[config.mk]
export PLATFORM = sky130hd
export DESIGN_NAME = serial_addsub
export DESIGN_NICKNAME = d
export VERILOG_FILES = /design/src/rtl/serial_addsub.sv
export SDC_FILE = /design/constraint.sdc
export NUM_CORES = 1
export LEC_CHECK = 0
export BUFFER_PORTS_ARGS = -buffer_cell sky130_fd_sc_hd__buf_2
export CORE_AREA = 5 5 55 76
export CTS_BUF_LIST = sky130_fd_sc_hd__clkbuf_8
export DETAILED_ROUTE_END_ITERATION = 16
export DIE_AREA = 0 0 60 81
export GPL_TIMING_DRIVEN = 0
export MAX_ROUTING_LAYER = met4
export SLEW_MARGIN = 20
export SYNTH_ARGS = -nofsm -noshare
export SYNTH_HDL_FRONTEND = slang
export SYNTH_SLANG_ARGS = --single-unit
export TNS_END_PERCENT = 5
[constraint.sdc]
create_clock -name clk -period 1.81 [get_ports clk]
set_input_delay 0.181 -clock clk [delete_from_list [all_inputs] [get_ports clk]]
set_output_delay 0.181 -clock clk [all_outputs]
set_load 0.02 [all_outputs]
[src/rtl/serial_addsub.sv]
// Bit-serial adder/subtractor: one full-adder stage per clock, LSB first,
// with a registered result, carry-out and two's-complement overflow flag.
module serial_addsub #(
   parameter int WIDTH = 6
) (
   input  logic             clk,
   input  logic             rst_n,
   input  logic             start,
   input  logic             sub,
   input  logic [WIDTH-1:0] a,
   input  logic [WIDTH-1:0] b,
   input  logic             cin,
   output logic             busy,
   output logic             done,
   output logic [WIDTH-1:0] sum,
   output logic             cout,
   output logic             ovf
);

   localparam int CNT_W = $clog2(WIDTH + 1);
   localparam logic [CNT_W-1:0] LAST = CNT_W'(WIDTH - 1);

   localparam logic [1:0] S_IDLE = 2'd0;
   localparam logic [1:0] S_RUN  = 2'd1;
   localparam logic [1:0] S_DONE = 2'd2;

   logic [1:0]       state_q, state_d;
   logic [WIDTH-1:0] a_sh_q, a_sh_d;
   logic [WIDTH-1:0] b_sh_q, b_sh_d;
   logic [WIDTH-2:0] res_sh_q, res_sh_d;
   logic             carry_q, carry_d;
   logic [CNT_W-1:0] cnt_q, cnt_d;
   logic [WIDTH-1:0] sum_q, sum_d;
   logic             cout_q, cout_d;
   logic             ovf_q, ovf_d;

   logic             bit_s;
   logic             bit_c;
   logic [WIDTH-1:0] res_full;

   function automatic logic fa_sum(input logic x, input logic y, input logic c);
      return x ^ y ^ c;
   endfunction

   function automatic logic fa_carry(input logic x, input logic y, input logic c);
      return (x & y) | (x & c) | (y & c);
   endfunction

   always_comb begin
      bit_s    = fa_sum(a_sh_q[0], b_sh_q[0], carry_q);
      bit_c    = fa_carry(a_sh_q[0], b_sh_q[0], carry_q);
      // The result register keeps WIDTH-1 bits; the final bit is the one being produced now.
      res_full = {bit_s, res_sh_q};
   end

   always_comb begin
      state_d  = state_q;
      a_sh_d   = a_sh_q;
      b_sh_d   = b_sh_q;
      res_sh_d = res_sh_q;
      carry_d  = carry_q;
      cnt_d    = cnt_q;
      sum_d    = sum_q;
      cout_d   = cout_q;
      ovf_d    = ovf_q;
      case (state_q)
         S_IDLE: begin
            if (start) begin
               a_sh_d  = a;
               b_sh_d  = sub ? ~b : b;
               carry_d = sub ? 1'b1 : cin;
               cnt_d   = '0;
               state_d = S_RUN;
            end
         end
         S_RUN: begin
            a_sh_d   = a_sh_q >> 1;
            b_sh_d   = b_sh_q >> 1;
            res_sh_d = res_full[WIDTH-1:1];
            carry_d  = bit_c;
            cnt_d    = cnt_q + CNT_W'(1);
            if (cnt_q == LAST) begin
               sum_d   = res_full;
               cout_d  = bit_c;
               // carry_q is the carry into the MSB on this last stage
               ovf_d   = carry_q ^ bit_c;
               state_d = S_DONE;
            end
         end
         S_DONE:  state_d = S_IDLE;
         default: state_d = S_IDLE;
      endcase
   end

   always_ff @(posedge clk or negedge rst_n) begin
      if (!rst_n) begin
         state_q  <= S_IDLE;
         a_sh_q   <= '0;
         b_sh_q   <= '0;
         res_sh_q <= '0;
         carry_q  <= 1'b0;
         cnt_q    <= '0;
         sum_q    <= '0;
         cout_q   <= 1'b0;
         ovf_q    <= 1'b0;
      end else begin
         state_q  <= state_d;
         a_sh_q   <= a_sh_d;
         b_sh_q   <= b_sh_d;
         res_sh_q <= res_sh_d;
         carry_q  <= carry_d;
         cnt_q    <= cnt_d;
         sum_q    <= sum_d;
         cout_q   <= cout_d;
         ovf_q    <= ovf_d;
      end
   end

   assign busy = (state_q == S_RUN);
   assign done = (state_q == S_DONE);
   assign sum  = sum_q;
   assign cout = cout_q;
   assign ovf  = ovf_q;

endmodule

# After elaboration in Yosys (flattened, before gate mapping)
# Cells that the tools add are included.
# op_classes
shift,0
muxes,13
add_sub_neg,1
n_mul,0
n_lt_le_gt_ge,0
div,0
bitwise_logic,9
eq_ne,5
n_reduce_logical,5
# op_table
op,n
one-hot mux 6 bit (2 select lines),2
two-way mux 6 bit,3
inverter 6 bit,1
one-hot mux 3 bit (2 select lines),1
AND reduction 2 bit,3
two-way mux 2 bit,2
one-hot mux 2 bit (2 select lines),1
"adder 3 x 1 -> 3 bit, second input constant",1
AND 1 bit,3
"equality test 3 bit, second input constant",1
two-way mux 3 bit,1
bitwise XOR 1 bit,3
"equality test 2 x 1 -> 1 bit, second input constant",1
"equality test 2 bit, second input constant",1
zero test 2 bit,1
two-way mux 1 bit,2
"!= test 2 x 1 -> 1 bit, second input constant",1
"!= test 2 bit, second input constant",1
bitwise OR 1 bit,2
one-hot mux 1 bit (2 select lines),1
nonzero test 2 bit,1
# word_totals
mem_bits_ro,0
output_inout_bits,10
mem_bits_rw,0
memories,0
regBits,31
latchBits,0

# Logic depth before layout (Yosys ltp)
# depth
word_depth,4
ltp_mapped,5
mapped_depth_nobuf,5

# Worst setup path before layout
# OpenSTA, ideal clock, no wires.
# synth_timing
kind,register -> register
start,register cnt_q[0]
end,"register cout_q, in the netlist cout"
required_ps,1685
n_path_buf,0
setup_time_ps,125
arrival_time_ps,1144
path_stages_with_launch,4
setup_slack_ps,542
synth_period_minus_slack_ps,1268
cell_sequence,dfrtp_1 -> ha_1 -> nand4b_2 -> mux2_2
# synth_between
elab_chain_cells,2
# synth_lines
element,line,rtl
from (decl),32,"logic [CNT_W-1:0] cnt_q, cnt_d;"
from (signal assigned),112,cnt_q <= cnt_d;
equality test 3 bit,82,if (cnt_q == LAST) begin
AND reduction 2 bit (no line),n/a,
to (signal assigned),114,cout_q <= cout_d;
to (decl),34,"logic cout_q, cout_d;"
# Every way passes these cells.
# A chain may end at the register's enable or synchronous reset.

# Worst setup path in the final report
# layout_timing
start,register state_q[0]
end,output port done
# layout_between
elab_chain_cells,1
# layout_lines
element,line,rtl
from (decl),27,"logic [1:0] state_q, state_d;"
from (signal assigned),107,state_q <= state_d;
equality test 2 bit,120,assign done = (state_q == S_DONE);
to (decl),14,"output logic done,"
# Every way passes these cells.

==> results.py <==
metrics = {
    "hold_path": {
        "hold_depth": 3,
        "min_to": "a_sh_q[0]$_DFFE_PN0P_",
        "hp-class": "primary input to register",
        "worstHoldStart": "a[0]",
    },
    "sta": {
        "drv_slew": 0,
        "setup_tns_ns": 0,
        "rsz0062_at_grt": "false",
        "slew-limit-headroom": 0.535,
        "min_period_over_period": 0.895,
        "clock_skew_ns": 0.00453,
        "setup_viol": 0,
        "finalHoldViolCount": 0,
        "fin_crit_ns": 1.62,
        "max_freq_mhz": 617,
        "max_slew.worst_pin.slew_ns": 0.697,
    },
    "finish": {
        "syn2layout_area_growth_pct": 19.3,
        "nets": 171,
        "diodes": 0,
        "drive_above_1_share": 0.362,
        "finish.utilization": 0.492,
        "stdcell_count": 192,
    },
    "placement": {
        "dp_hpwl_um": 1980,
        "gp_congestion": 0.757,
        "dp.cells": 183,
        "io_buffer_count": 25,
    },
    "grt": {
        "overflow": 0,
        "grtUsageMet3": 0.0429,
        "antenna_found_initial": 0,
        "grt_max_degree": 32,
        "busiest_layer": "met2",
        "use_met2": 0.214,
        "grt_pass1_wl_um": 4690,
        "grt_pass1_vias": 1024,
        "grt_use_total": 0.132,
        "use_met1": 0.150,
    },
    "run_status": {
        "status": "complete, no violations",
    },
    "clock_network": {
        "root_buffer": "clkbuf_8",
        "cts_setup_buffers": 0,
        "cts.sink_count": 31,
        "cts_tree": "built",
        "cts.htree.levels": 2,
        "cts.repair.resized": 0,
        "cts_buffers": 5,
        "clock_latency_ns": 0.28,
        "clockBufferDepth": 2,
        "clk_pin_slew_ns": 0.06,
    },
    "power": {
        "peakVddDrop_mv": 0.985,
        "p_per_area_nw_per_um2": 1640,
        "finalPower_w": 0.00272,
        "p_leak_nw": 0.811,
    },
    "logic_synthesis": {
        "syn_inst": 118,
        "synth_cell_types": 26,
        "synth_top_cells_by_count": "31 x dfrtp_1, 13 x mux2_2, 13 x nand2_1",
        "synth-edff-count": 0,
        "ys.flop_type": "dfrtp_1",
        "synth_nets": 138,
        "seq_area_frac_synth": 0.557,
        "syn-cell-area_um2": 1390,
        "async_flop_share": 1.00,
        "avgSynthCellArea_um2": 11.8,
        "yosys.area.top_type": "dfrtp_1",
        "netlist.area_leader.share": 0.557,
        "synth_warnings": 0,
        "ys_seq_elements": 31,
        "yosys-top-cells-area": "dfrtp_1 56%, mux2_2 11%, o21ai_0 3.9%",
        "yosysMostFrequentCell": "dfrtp_1",
    },
    "critical_path": {
        "worstReg2RegEnd": "cout$_DFFE_PN0P_",
        "cp.required_ns": 1.63,
        "rrSetupSlack_ns": 0.37,
        "worst-setup-path-type": "register to output pin",
        "r2r-start": "cnt_q[1]$_DFFE_PN0P_",
        "arrival_ns": 1.44,
        "worstRegToRegCells": 4,
        "end_kind": "output pin",
        "worst_setup_path_start_kind": "register",
        "crit_path_max_fanout": 10,
    },
    "die": {
        "boundaryPins": 27,
        "coreArea_um2": 3380,
        "die_w_um": 60,
        "die_h_um": 81,
        "die-area_um2": 4860,
        "initial_core_util": 0.413,
        "rows": 25,
    },
    "route": {
        "post-route-drc-count": 0,
        "vias_per_cell": 5.29,
        "firstDrtPassIters": 4,
        "drt_wl_total_um": 2770,
        "wl_per_cell_um": 14.4,
        "vias": 1015,
        "first_iter_violations": 24,
        "final_antenna_net_count": 0,
    },
    "flow_run": {
        "maxCapViolCount": 0,
    },
}
-- worst max-delay path, cell delays in order, from the launching register on --
cell and delay (ns):
dfrtp_1 0.32, buf_2 0.22, clkbuf_1 0.38, nor2_1 0.07, buf_2 0.17
-- routing by layer --
metal	up-vias	wire length (um)
li1	476	-
met1	508	1240
met2	25	1360
met3	6	136
met4	0	31
met5	-	0
-- cells in the final DEF (no fill, tap or decap), drive strengths merged, types with 3 or more instances in the layout --
master,instances
mux2,13
a221o,4
clkbuf,6
nor2b,3
dfrtp,31
clkinv,3
buf,29
inv,4
nor2,6
a31oi,3
a22oi,4
o21ai,11
xnor2,6
nand2,13
-- final cells by class --
cell class	count	area, um^2
buffer	5	23.8
clock buffer	5	68.8
clock inverter	3	15.0
fill	326	1720
inverter	4	15.0
multi-input combinational	78	579
sequential	31	776
tap	40	50.0
timing repair buffer	26	135
-- logic make-up (layout without fill, tap and decap cells) --
group | after synthesis | count (layout) | synth area share
AO/OA/AOI/OAI | 27 | 27 | 0.130
AND/OR/NAND/NOR | 28 | 28 | 0.104
multiplexers | 13 | 13 | 0.105
flip-flops | 31 | 31 | 0.557
XOR/XNOR | 7 | 7 | 0.0440
buffers and inverters | 9 | 43 | 0.0278
adder cells (fa/ha/maj) | 3 | 3 | 0.0323
-- flip-flops by register name, summed over array words and instances, names as in the netlist, 2 cells and up --
name / flops
a_sh_q: 6
b_sh_q: 6
cnt_q: 3
res_sh_q: 5
state_q: 2
sum: 6
-- repair_timing --
item                                    in CTS  in global routing
hold buffers                                 1                  0
endpoints found under the setup margin       0                  0
hold endpoints to repair                    31                  0
-- worst max-delay path by stage --
stage                                      start                 end  slack (ns)  depth (start not counted)
after floorplan             cnt_q[0]$_DFFE_PN0P_    cout$_DFFE_PN0P_        0.54                          3
after CTS                 state_q[0]$_DFFE_PN0P_                done        0.17                          4
final                     state_q[0]$_DFFE_PN0P_                done        0.19                          4
after global routing      state_q[0]$_DFFE_PN0P_                done        0.11                          4
after global placement      cnt_q[1]$_DFFE_PN0P_  sum[0]$_DFFE_PN0P_        0.39                          4
after detailed placement    cnt_q[1]$_DFFE_PN0P_  sum[1]$_DFFE_PN0P_        0.35                          4
-- report_power, final --
group / switching (W) / internal, W
Sequential: 0.000174 / 0.000983
Clock: 0.000267 / 0.000263
Combinational: 0.000553 / 0.000482
-- through the flow --
stage                     area (um^2)  hold slack [ns]  worst slack [ns]
final                            1660            0.193             0.190
after global placement           1570            0.256             0.391
after floorplan                  1390           -0.115             0.542
after CTS                        1660            0.189             0.174
after global routing             1660            0.223             0.113
after detailed placement         1570            0.271             0.346
Power figures use the tool's default switching activity.
